**src/rtl/spi_tgt_pkg.sv**
```systemverilog
// Shared definitions for the SPI target bridge.
//   CMD_WRITE / CMD_READ : recognised command bytes
//   state_t              : frame-level FSM states
//   cmd_known()          : true for a command byte that opens a register access
package spi_tgt_pkg;

  localparam logic [7:0] CMD_WRITE = 8'h02;
  localparam logic [7:0] CMD_READ  = 8'h03;

  typedef enum logic [2:0] {
    ST_IDLE,
    ST_CMD,
    ST_ADDR,
    ST_DUMMY,
    ST_WDATA,
    ST_RDATA,
    ST_IGNORE
  } state_t;

  function automatic logic cmd_known(input logic [7:0] c);
    return (c == CMD_WRITE) || (c == CMD_READ);
  endfunction

endpackage

```
**src/rtl/spi_tgt_sync.sv**
```systemverilog
// Brings the SPI pad inputs into the HCLK domain and finds SCLK/SSn edges.
//   HCLK, HRESETn : system clock, async active-low reset
//   sclk_i/ssn_i/mosi_i : raw SPI pad inputs
//   sclk_rise/sclk_fall : registered edge pulses (one cycle after detection)
//   ssn_s, mosi_s       : synchronized select / data
//   ssn_fall            : select assertion, only after the chain holds real samples
module spi_tgt_sync #(
  parameter int SYNC_STAGES = 2
) (
  input  logic HCLK,
  input  logic HRESETn,
  input  logic sclk_i,
  input  logic ssn_i,
  input  logic mosi_i,
  output logic sclk_rise,
  output logic sclk_fall,
  output logic ssn_s,
  output logic ssn_fall,
  output logic mosi_s
);

  logic [SYNC_STAGES-1:0] sclk_ff, ssn_ff, mosi_ff, prime;
  logic sclk_s, sclk_q, ssn_q;

  assign sclk_s = sclk_ff[SYNC_STAGES-1];
  assign ssn_s  = ssn_ff[SYNC_STAGES-1];
  assign mosi_s = mosi_ff[SYNC_STAGES-1];

  // ssn_q stays 0 until the chain has flushed its reset contents, so a
  // select that was already low when reset released is not taken as a fall:
  // a frame only starts on a genuine high-to-low transition.
  assign ssn_fall = ssn_q & ~ssn_s;

  always_ff @(posedge HCLK or negedge HRESETn) begin
    if (!HRESETn) begin
      sclk_ff   <= '0;
      ssn_ff    <= '1;
      mosi_ff   <= '0;
      prime     <= '0;
      sclk_q    <= 1'b0;
      ssn_q     <= 1'b0;
      sclk_rise <= 1'b0;
      sclk_fall <= 1'b0;
    end else begin
      sclk_ff   <= {sclk_ff[SYNC_STAGES-2:0], sclk_i};
      ssn_ff    <= {ssn_ff[SYNC_STAGES-2:0], ssn_i};
      mosi_ff   <= {mosi_ff[SYNC_STAGES-2:0], mosi_i};
      prime     <= {prime[SYNC_STAGES-2:0], 1'b1};
      sclk_q    <= sclk_s;
      ssn_q     <= prime[SYNC_STAGES-1] & ssn_s;
      sclk_rise <= sclk_s & ~sclk_q;
      sclk_fall <= ~sclk_s & sclk_q;
    end
  end

endmodule

```
**src/rtl/spi_target_bridge.sv**
```systemverilog
// SPI mode-0 target giving an external master byte access to a register space.
// Frame: cmd, addr, [dummy if read], data... until SSn rises; address auto-increments.
//   HCLK, HRESETn          : system clock, async active-low reset
//   sclk_i, ssn_i, mosi_i  : SPI inputs (oversampled, SCLK <= HCLK/8)
//   miso_o, miso_oeb       : SPI data out and active-low pad enable
//   addr_o, wr_en_o, wr_data_o, rd_en_o, rd_data_i : register port
//   busy_o                 : frame in progress (select low)
//   cmd_err_o              : pulse on an unrecognised command byte
module spi_target_bridge
  import spi_tgt_pkg::*;
#(
  parameter int ADDR_W      = 8,
  parameter int SYNC_STAGES = 2
) (
  input  logic              HCLK,
  input  logic              HRESETn,
  input  logic              sclk_i,
  input  logic              ssn_i,
  input  logic              mosi_i,
  output logic              miso_o,
  output logic              miso_oeb,
  output logic [ADDR_W-1:0] addr_o,
  output logic              wr_en_o,
  output logic [7:0]        wr_data_o,
  output logic              rd_en_o,
  input  logic [7:0]        rd_data_i,
  output logic              busy_o,
  output logic              cmd_err_o
);

  logic sclk_rise, sclk_fall, ssn_s, ssn_fall, mosi_s;

  spi_tgt_sync #(.SYNC_STAGES(SYNC_STAGES)) u_sync (
    .HCLK      (HCLK),
    .HRESETn   (HRESETn),
    .sclk_i    (sclk_i),
    .ssn_i     (ssn_i),
    .mosi_i    (mosi_i),
    .sclk_rise (sclk_rise),
    .sclk_fall (sclk_fall),
    .ssn_s     (ssn_s),
    .ssn_fall  (ssn_fall),
    .mosi_s    (mosi_s)
  );

  state_t      state, state_n;
  logic [2:0]  bit_cnt;
  logic [6:0]  rx_sr;
  logic [7:0]  rx_byte, shift_out;
  logic        is_rd, rd_cap;
  logic        sel, rise_v, fall_v, byte_done;

  // Edges outside a selected frame are ignored; deselect outranks byte_done.
  assign sel       = ~ssn_s;
  assign rise_v    = sclk_rise & sel;
  assign fall_v    = sclk_fall & sel;
  assign byte_done = rise_v & (bit_cnt == 3'd7);
  assign rx_byte   = {rx_sr, mosi_s};

  assign busy_o   = sel;
  assign miso_oeb = ~(sel && (state == ST_DUMMY || state == ST_RDATA));

  always_ff @(posedge HCLK or negedge HRESETn) begin
    if (!HRESETn) state <= ST_IDLE;
    else          state <= state_n;
  end

  always_comb begin
    state_n = state;
    if (ssn_s) begin
      state_n = ST_IDLE;
    end else begin
      case (state)
        ST_IDLE:  if (ssn_fall)  state_n = ST_CMD;
        ST_CMD:   if (byte_done) state_n = cmd_known(rx_byte) ? ST_ADDR : ST_IGNORE;
        ST_ADDR:  if (byte_done) state_n = is_rd ? ST_DUMMY : ST_WDATA;
        ST_DUMMY: if (byte_done) state_n = ST_RDATA;
        default:  state_n = state;
      endcase
    end
  end

  always_ff @(posedge HCLK or negedge HRESETn) begin
    if (!HRESETn) begin
      miso_o    <= 1'b0;
      addr_o    <= '0;
      wr_en_o   <= 1'b0;
      wr_data_o <= 8'h00;
      rd_en_o   <= 1'b0;
      cmd_err_o <= 1'b0;
      bit_cnt   <= 3'd0;
      rx_sr     <= 7'd0;
      shift_out <= 8'h00;
      is_rd     <= 1'b0;
      rd_cap    <= 1'b0;
    end else begin
      wr_en_o   <= 1'b0;
      rd_en_o   <= 1'b0;
      cmd_err_o <= 1'b0;
      rd_cap    <= rd_en_o;
      // Write address advances the cycle after the strobe it belonged to.
      if (wr_en_o) addr_o <= addr_o + ADDR_W'(1);
      if (ssn_s) begin
        bit_cnt <= 3'd0;
        miso_o  <= 1'b0;
      end else begin
        if (rise_v) begin
          rx_sr   <= rx_byte[6:0];
          bit_cnt <= bit_cnt + 3'd1;
        end
        case (state)
          ST_CMD: if (byte_done) begin
            is_rd     <= (rx_byte == CMD_READ);
            cmd_err_o <= ~cmd_known(rx_byte);
          end
          // The read strobe for the first location appears together with the
          // new address, on the first DUMMY cycle.
          ST_ADDR: if (byte_done) begin
            addr_o  <= rx_byte[ADDR_W-1:0];
            rd_en_o <= is_rd;
          end
          ST_DUMMY: miso_o <= 1'b0;
          ST_WDATA: if (byte_done) begin
            wr_data_o <= rx_byte;
            wr_en_o   <= 1'b1;
          end
          ST_RDATA: begin
            if (fall_v) begin
              miso_o    <= shift_out[7];
              shift_out <= {shift_out[6:0], 1'b0};
            end
            if (byte_done) begin
              addr_o  <= addr_o + ADDR_W'(1);
              rd_en_o <= 1'b1;
            end
          end
          default: ;
        endcase
      end
      // Read data lands well before the next SCLK fall; placed last so a
      // load always wins over a shift.
      if (rd_cap) shift_out <= rd_data_i;
    end
  end

endmodule

```
**config.mk**
```make
export PLATFORM = sky130hd
export DESIGN_NAME = spi_target_bridge
export DESIGN_NICKNAME = d
export VERILOG_FILES = /design/src/rtl/spi_tgt_pkg.sv /design/src/rtl/spi_tgt_sync.sv /design/src/rtl/spi_target_bridge.sv
export SDC_FILE = /design/constraint.sdc
export NUM_CORES = 1
export LEC_CHECK = 0
export ABC_AREA = 1
export CORE_MARGIN = 8
export CORE_UTILIZATION = 49
export DETAILED_ROUTE_END_ITERATION = 10
export PLACE_DENSITY_LB_ADDON = 0.3
export SETUP_SLACK_MARGIN = 0.02
export SLEW_MARGIN = 25
export SYNTH_ARGS = -nofsm -noshare
export SYNTH_HDL_FRONTEND = slang
export SYNTH_SLANG_ARGS = --single-unit
```
**constraint.sdc**
```tcl
create_clock -name HCLK -period 1.5 [get_ports HCLK]
set_input_delay 0.45 -clock HCLK [delete_from_list [all_inputs] [get_ports HCLK]]
set_output_delay 0.45 -clock HCLK [all_outputs]
set_load 0.01 [all_outputs]
```
# Yosys cells after proc, flatten, opt, wreduce, memory -nomap -nowiden
# Index checks and enable logic that the tools add are counted.
[totals]
out_inout_bits = 22
inputBits = 13
reg_bits = 55
word_cells = 94
[classes]
addsub = 2
n_bitwise = 12
reduce_logical = 15
mux = 31
n_eq_ne = 14
[op_table]
columns = ["op", "count"]
rows = [
  ["2-to-1 mux 8 bit", 8],
  ["2-to-1 mux 3 bit", 9],
  ["== test 8 x 2 -> 1 bit, second input constant", 2],
  ["one-hot mux 8 bit (2 select lines)", 1],
  ["!= test 3 x 2 -> 1 bit, second input constant", 5],
  ["one-hot mux 3 bit (4 select lines)", 1],
  ["2-to-1 mux 1 bit", 10],
  ["== test 3 bit, second input constant", 3],
  ["AND reduction 3 bit", 3],
  ["adder 8 x 1 -> 8 bit, second input constant", 1],
  ["AND 1 bit", 7],
  ["== test 3 x 2 -> 1 bit, second input constant", 2],
  ["nonzero test 2 bit", 3],
  ["inverter 1 bit", 5],
  ["AND reduction 5 bit", 1],
  ["nonzero test 5 bit", 1],
  ["one-hot mux 1 bit (2 select lines)", 2],
  ["AND reduction 2 bit", 2],
  ["adder 3 x 1 -> 3 bit, second input constant", 1],
  ["== test 3 x 1 -> 1 bit, second input constant", 1],
  ["logical NOT 3 bit", 1],
  ["nonzero test 3 bit", 1],
  ["logical OR 1 bit", 2],
  ["!= test 2 bit, second input constant", 1],
  ["logical AND 1 bit", 1],
]

# Longest topological paths before layout
# Gate-level depths: netlist of run 1.
[logic_depth]
ltp_word = 6
depth_mapped = 10

# By module
# Synthesis of run 1 repeated with hierarchy kept, for this count alone.
[hier_totals]
cells_unflattened = 313
area_unflattened_um2 = 2623.8
[modules_own_cells]
columns = ["module", "area_per_inst_um2", "instances", "cells_each"]
rows = [
  ["spi_target_bridge", 2287.2, 1, 292],
  ["spi_tgt_sync", 336.6, 1, 21],
]

# Worst setup path after synthesis of run 1
# Ideal clock, no wire load.
[synth_path]
path_kind = "register -> output"
startpoint = "register u_sync.ssn_ff[1]"
endpoint = "output miso_oeb"
n_path_buf = 1
arrival_ns = 1.031
slack_ns = 0.019
stages_incl_launch_ff = 4
cell_sequence = "dfstp_2 -> buf_6 -> clkinv_1 -> nand2_1"
[synth_via]
elab_chain_len = 3
[synth_rtl]
columns = ["element", "line_no", "source"]
rows = [
  ["from (decl)", "spi_tgt_sync.sv:22", "logic [SYNC_STAGES-1:0] sclk_ff, ssn_ff, mosi_ff, prime;"],
  ["from (signal assigned)", "spi_tgt_sync.sv:46", "ssn_ff <= {ssn_ff[SYNC_STAGES-2:0], ssn_i};"],
  ["inverter 1 bit (no source line)", "--", ""],
  ["named net busy_o", "spi_target_bridge.sv:27", "output logic busy_o,"],
  ["logical AND 1 bit", "spi_target_bridge.sv:61", "assign miso_oeb = ~(sel && (state == ST_DUMMY || state == ST_RDATA));"],
  ["inverter 1 bit", "spi_target_bridge.sv:61", ""],
  ["to (decl)", "spi_target_bridge.sv:21", "output logic miso_oeb,"],
]
# The timed path passes the listed nets, and every way through them passes these cells.

# Worst setup path in the final report of run 1
[layout_path]
startpoint = "register state[2]"
endpoint = "output miso_oeb"
[layout_via]
elab_chain_len = 4
[layout_rtl]
columns = ["element", "line_no", "source"]
rows = [
  ["from (decl)", "spi_target_bridge.sv:46", "state_t state, state_n;"],
  ["from (signal assigned)", "spi_target_bridge.sv:65", "else state <= state_n;"],
  ["== test 3 x 2 -> 1 bit / == test 3 bit (equally long branches)", "spi_target_bridge.sv:61", ""],
  ["logical OR 1 bit (*)", "spi_target_bridge.sv:61", ""],
  ["logical AND 1 bit (*)", "spi_target_bridge.sv:61", ""],
  ["inverter 1 bit (*)", "spi_target_bridge.sv:61", ""],
]
# Every way passes the cells marked *; elsewhere a longest branch is shown, timed or not.

==> impl_metrics.csv, run 1 <==
group,metric,value,unit
logic_synthesis,async_flop_share,100.0,%
cells_and_area,drive_above_1_share,33.83,%
setup_path,critical_path_arrival,1.24,ns
placed_design,dp_slack,-0.1564,ns
sta,worst_slack,-0.1887,ns
placed_design,place_congestion,0.8899,
logic_synthesis,synth_edf_count,0,
detailed_routing,wirelength,7165,um
clock_tree,cts_tree,"done",
floorplanning,dieHeight,90.03,um
detailed_routing,drc_errors,0,
detailed_routing,ant_nets,0,
clock_tree,cts_made_buffers,5,
floorplanning,fp.dieArea,0.008105,mm2
logic_synthesis,yosys_warnings,0,
placed_design,dp.cells,438,
setup_path,cp_slowest_cell,"dfrtp_1",
detailed_routing,dr_total_vias,2491,
grt,grt_max_degree,56,
pwr,max-vdd-ir-drop,0.5634,mV
clock_tree,worstSkewPairLatency,0.31,ns
grt,grt_overflow,0,
placed_design,dp_hpwl,4262,um
cells_and_area,fin_cells,474,
worst_hold_path,hp-class,"in -> async",
grt,grt_pass1_wl,10130,um
cells_and_area,area_delta_synth_final,44.55,%
logic_synthesis,synth_cell_types,39,
clock_tree,cts_max_level,2,
logic_synthesis,ys.flop_type,"dfrtp_1",
clock_tree,cts-root-buf,"clkbuf_8",
setup_path,critPathBufInv,2,
grt,antenna_found_initial,0,
grt,track_usage,14.88,%
logic_synthesis,synth.largest_area_cell,"dfrtp_1",
grt,grt_pass1_vias,2258,
logic_synthesis,netlist_instances,314,
sta,fmax,592.2,MHz
setup_path,slowest_delay,0.45,ns
logic_synthesis,seq_area_frac_synth,51.35,%
cells_and_area,design_area,0.003881,mm2
setup_path,cp.required,1.05,ns
logic_synthesis,netlist_area,0.002685,mm2
sta,fin_tns_setup,-0.8448,ns
placed_design,place.port_buffers,34,
pwr,power_density,835.6,mW/mm2
logic_synthesis,synth.most_common_cell,"nand2_1",
clock_tree,clock_sinks,55,
logic_synthesis,synth_area_leaders,"dfrtp_1 (49%), nand2_1 (13%), inv_1 (5.0%), nand3_1 (4.7%), o21ai_0 (4.5%)",
sta,hold_violations,0,
detailed_routing,dr.pass1.iters,4,
floorplanning,rows,27,
floorplanning,coreArea,0.005405,mm2
clock_tree,path_clk_slew,0.10,ns
sta,finClkSkew,0.007211,ns
pwr,p_leak,1.929,nW
sta,finalCritPeriodShare,112.6,%
clock_tree,cts_buffer_depth,2,
run,max_cap_violations,0,
sta,setup_viol,12,
setup_path,path_class,"reg -> out",
pwr,power,3.243,mW
setup_path,path_max_fanout,3,
sta,hold_slack,0.1247,ns
setup_path,path_common_cell,"nand2_2",
cells_and_area,final_util,71.81,%
floorplanning,start_util,49.68,%
floorplanning,ios,35,
logic_synthesis,yosys_register_bits,55,
logic_synthesis,synth_common_cells,"nand2_1 (95), dfrtp_1 (53), inv_1 (36)",
run_status,status,"complete, but fails checks",
detailed_routing,viasPerCell,5.255,
detailed_routing,drt-wirelength-per-cell,15.12,um
sta,period_needed,1.689,ns
cells_and_area,antenna_cells,0,
sta,rsz0062_at_grt,"yes",
setup_path,crit_path_end_kind,"output port",
setup_path,critical-path-top-delay-family,"flip-flops",
logic_synthesis,mappedNetlistNets,330,
cells_and_area,fin_nets,417,
floorplanning,die_w,90.03,um
logic_synthesis,synth_top_area_share,49.39,%
placed_design,place_area,0.003271,mm2
setup_path,start_kind,"flop",
clock_tree,cts_hold_buf,0,
run_status,violations,"setup timing",
detailed_routing,drtIter0Drc,168,
setup_path,path_cells,"inv_2 -> nand3_2 -> nand2_2 -> nand2_2 -> buf_6",
logic_synthesis,avgSynthCellArea,8.551,um2
sta,drv_slew,0,
-- path summary, 6_finish.rpt --
kind | from | end | slack, ns | cells after the start
min in group HCLK | u_sync.sclk_ff[0] | u_sync.sclk_ff[1] | 0.36 | 0
worst min-delay path | HRESETn | addr_o[6] | 0.12 | 2
worst max-delay path | state[2] | miso_oeb | -0.19 | 5
max in group asynchronous | HRESETn | u_sync.ssn_ff[0] | 1.10 | 2
worst min register to register | u_sync.sclk_ff[0] | u_sync.sclk_ff[1] | 0.36 | 0
worst max register to register | state[1] | wr_data_o[1] | -0.11 | 8
-- area by class of cell --
class | count | area (um2)
tap | 72 | 90.09
timing repair buffer | 86 | 794.5
clock buffer | 6 | 72.57
inverter | 44 | 183.9
fill | 398 | 1524
sequential | 55 | 1381
multi-input combinational | 208 | 1287
clock inverter | 2 | 60.06
timing repair inverter | 1 | 11.26
-- cells by family after synthesis --
family,Yosys count,share of synthesized area (%)
AOI/OAI and AO/OA,57,14.17
xor gates and xnor gates,1,0.3262
adders and majority gates,3,1.398
buffers and inverters,51,8.201
DFF,55,51.35
other,1,0.1397
and+or+nand+nor,146,24.42
-- flip-flops by register name, summed over array words and instances (netlist names), 3 cells and up --
name	count
rx_sr	7
shift_out	8
addr_o	8
bit_cnt	3
state	3
wr_data_o	8
-- per-layer routing --
metal / global-route usage, % / share of wire, %
met5: 0 / 0
met3: 3.491 / 4.3
met1: 18.59 / 43
met4: 4.438 / 2.0
met2: 24.91 / 51
-- placed cells by master, fill, tap and decap left out, drive strengths merged --
master,netlist,final
nand2,97,97
buf,6,54
dfrtp,53,53
inv,42,42
o21ai,35,35
nand3,26,26
nor2,19,19
dlygate4sd2,0,13
clkdlybuf4s50,0,11
o211ai,8,8
clkbuf,1,8
clkdlybuf4s15,0,6
a21oi,4,4
a22o,3,3
clkinv,2,3
ha,3,3
o22ai,2,2
bufinv,0,2
dfstp,2,2
a22oi,2,2
xnor2,1,1
nand4,1,1
nand3b,1,1
nor3,1,1
nor4,1,1
a311oi,1,1
o31ai,1,1
o221ai,1,1
conb,1,1
-- what timing repair did --
item                                    4_1_cts  5_1_grt
endpoints found under the setup margin       32       29
setup buffers                                 9       18
gates cloned                                  0        2
pin swaps                                     5       18
gates resized for setup                      42       82
-- where the power goes --
| group | internal, mW | switching, mW | leakage [nW] |
|---|---|---|---|
| Combinational | 0.202 | 0.266 | 1.17 |
| Clock | 0.667 | 0.484 | 0.0654 |
| Sequential | 1.56 | 0.0690 | 0.695 |
Note: power is estimated with default switching activity, not from simulation.
==> run 2: changes to the inputs <==
--- a/config.mk
+++ b/config.mk
@@ -11,7 +11,9 @@
 export DETAILED_ROUTE_END_ITERATION = 10
 export PLACE_DENSITY_LB_ADDON = 0.3
 export SETUP_SLACK_MARGIN = 0.02
+export SKIP_CTS_REPAIR_TIMING = 1
 export SLEW_MARGIN = 25
 export SYNTH_ARGS = -nofsm -noshare
 export SYNTH_HDL_FRONTEND = slang
 export SYNTH_SLANG_ARGS = --single-unit
+export TNS_END_PERCENT = 20
==> run 2 against run 1 <==
Net effect: the run still ends with setup timing left; global-route usage decreased by 0.41 points; flip-flop and latch count unchanged; wire length decreased by 16%; fmax increased by 1.8%; sequential share of layout area increased by 3.6 points; power decreased by 4.2%; combinational power decreased by 23%; largest cell class unchanged.
==> impl_metrics.csv, run 2 (same netlist as run 1, synthesis figures left out) <==
group,metric,value,unit
setup_path,critical_path_arrival,1.21,ns
detailed_routing,viasPerCell,4.969,
pwr,internal_power,2.361,mW
sta,finalCritPeriodShare,110.6,%
cells_and_area,area_delta_synth_final,31.27,%
placed_design,dp_hpwl,4262,um
floorplanning,die_w,90.03,um
detailed_routing,dr_total_vias,2251,
placed_design,place_congestion,0.8899,
setup_path,r2r_slack,-0.01,ns
detailed_routing,dr.pass1.iters,5,
run_status,violations,"setup timing",
cells_and_area,drive_above_1_share,19.16,%
setup_path,critPathBufInv,2,
run,max_cap_violations,0,
setup_path,slowest_delay,0.44,ns
cells_and_area,final_cell_mix,"nand2_1 (94), dfrtp_1 (52), inv_1 (35)",
setup_path,cp.required,1.05,ns
cells_and_area,reg.largest.list,"addr_o: 8 flops, shift_out: 8 flops, wr_data_o: 8 flops",
setup_path,worstReg2RegEnd,"wr_data_o[1]",
sta,period_needed,1.659,ns
sta,worst_slack,-0.1591,ns
sta,rsz0062_at_grt,"yes",
cells_and_area,final_util,65.21,%
pwr,switchingPower,745.2,uW
cells_and_area,fin_nets,396,
clock_tree,worstSkewPairLatency,0.30,ns
setup_path,path_max_fanout,3,
sta,hold_violations,0,
pwr,power_frac_comb,11.6,%
detailed_routing,drtIter0Drc,153,
detailed_routing,ant_nets,0,
placed_design,dp_slack,-0.1564,ns
grt,grt_overflow,0,
setup_path,critical-path-top-delay-family,"flip-flops",
floorplanning,dieHeight,90.03,um
floorplanning,ios,35,
clock_tree,cts_max_level,2,
clock_tree,cts-root-buf,"clkbuf_8",
setup_path,r2r_cells,7,
clock_tree,cts_tree,"done",
pwr,swShare,23.99,%
setup_path,crit_path_end_kind,"output port",
detailed_routing,drt-wirelength-per-cell,13.22,um
setup_path,path_cells,"inv_2 -> nand3_1 -> nand2_2 -> nand2_1 -> dlymetal6s2s_1",
pwr,p_leak,2.096,nW
setup_path,path_class,"reg -> out",
sta,fmax,602.7,MHz
sta,drv_slew,0,
floorplanning,coreArea,0.005405,mm2
floorplanning,start_util,49.68,%
clock_tree,clock_sinks,55,
sta,finClkSkew,0.007555,ns
cells_and_area,antenna_cells,0,
sta,fin_tns_setup,-0.1866,ns
placed_design,place.port_buffers,34,
grt,track_usage,14.48,%
clock_tree,path_clk_slew,0.09,ns
detailed_routing,drc_errors,0,
pwr,max-vdd-ir-drop,0.5660,mV
sta,setup_viol,5,
floorplanning,rows,27,
grt,grt_pass1_wl,9901,um
cells_and_area,layout_commonest_cell,"nand2_1",
pwr,power_density,881.2,mW/mm2
run_status,status,"complete, but fails checks",
grt,grt_max_degree,56,
worst_hold_path,hp-class,"in -> async",
grt,grt_pass1_vias,2199,
grt,antenna_found_initial,0,
clock_tree,cts_buffer_depth,2,
clock_tree,cts_made_buffers,5,
pwr,clockPowerShare,36.4,%
detailed_routing,wirelength,5988,um
pwr,seqPwrFrac,52.0,%
setup_path,start_kind,"flop",
pwr,power,3.106,mW
floorplanning,fp.dieArea,0.008105,mm2
setup_path,cp_slowest_cell,"dfrtp_1",
setup_path,reg2reg_from,"u_sync.ssn_ff[1]",
==> run 2: power groups by stage <==
| stage | registers, mW | logic (mW) | clock network (mW) |
|---|---|---|---|
| after floorplan | 1.63 | 0.194 | 0 |
| after CTS | 1.61 | 0.359 | 1.15 |
| after detailed placement | 1.64 | 0.357 | 0 |
| after global placement | 1.64 | 0.344 | 0 |
| final | 1.61 | 0.361 | 1.13 |
| after global routing | 1.62 | 0.409 | 1.22 |
==> run 2: metal layers <==
| layer | track usage (%) | vias to the layer above | routed length, um |
|---|---|---|---|
| li1 | - | 1141 | - |
| met1 | 18.03 | 1065 | 2761 |
| met2 | 24.29 | 41 | 2956 |
| met3 | 3.491 | 4 | 220 |
| met4 | 4.161 | 0 | 49 |
| met5 | 0 | - | 0 |
==> run 2: final cells by class <==
type / count / area, um2
Fill cell: 461 / 1881
Sequential cell: 55 / 1380
Multi-Input combinational cell: 208 / 1095
Timing Repair Buffer: 66 / 658.1
Inverter: 44 / 168.9
Tap cell: 72 / 90.09
Clock buffer: 6 / 72.57
Clock inverter: 2 / 60.06
==> run 2: through the flow <==
stage	area [um2]	instances	hold slack (ns)
2_1_floorplan	2686	314	0.1544
3_3_place_gp	3271	438	0.3329
3_5_place_dp	3271	438	0.3365
4_1_cts	3403	446	0.1336
5_1_grt	3525	453	0.1388
6_report	3525	453	0.1249
==> run 2: how the worst max path moves through the flow <==
| stage | startpoint | endpoint | slack (ns) | cells past startpoint |
|---|---|---|---|---|
| after floorplan | bit_cnt[0] | addr_o[4] | 0.09 | 9 |
| final | state[2] | miso_oeb | -0.16 | 5 |
| after global placement | state[2] | miso_oeb | -0.13 | 5 |
| after CTS | state[2] | miso_oeb | -0.51 | 5 |
| after detailed placement | state[2] | miso_oeb | -0.16 | 5 |
| after global routing | state[2] | miso_oeb | -0.23 | 5 |
==> run 2: worst reg2reg max path: stages (launching register included) <==
cell,delay [ns]
dfstp_2,0.59
buf_6,0.18
nor2_8,0.06
nand2_4,0.10
nor3_4,0.05
inv_2,0.25
nand2_1,0.13
o21ai_2,0.09
==> run 3: changes to the inputs <==
--- a/config.mk
+++ b/config.mk
@@ -6,6 +6,7 @@
 export NUM_CORES = 1
 export LEC_CHECK = 0
 export ABC_AREA = 1
+export CAP_MARGIN = 5
 export CORE_MARGIN = 8
 export CORE_UTILIZATION = 49
 export DETAILED_ROUTE_END_ITERATION = 10
==> results of run 3 <==
Same layout as run 2: the final DEF is identical, and so are final timing and power.
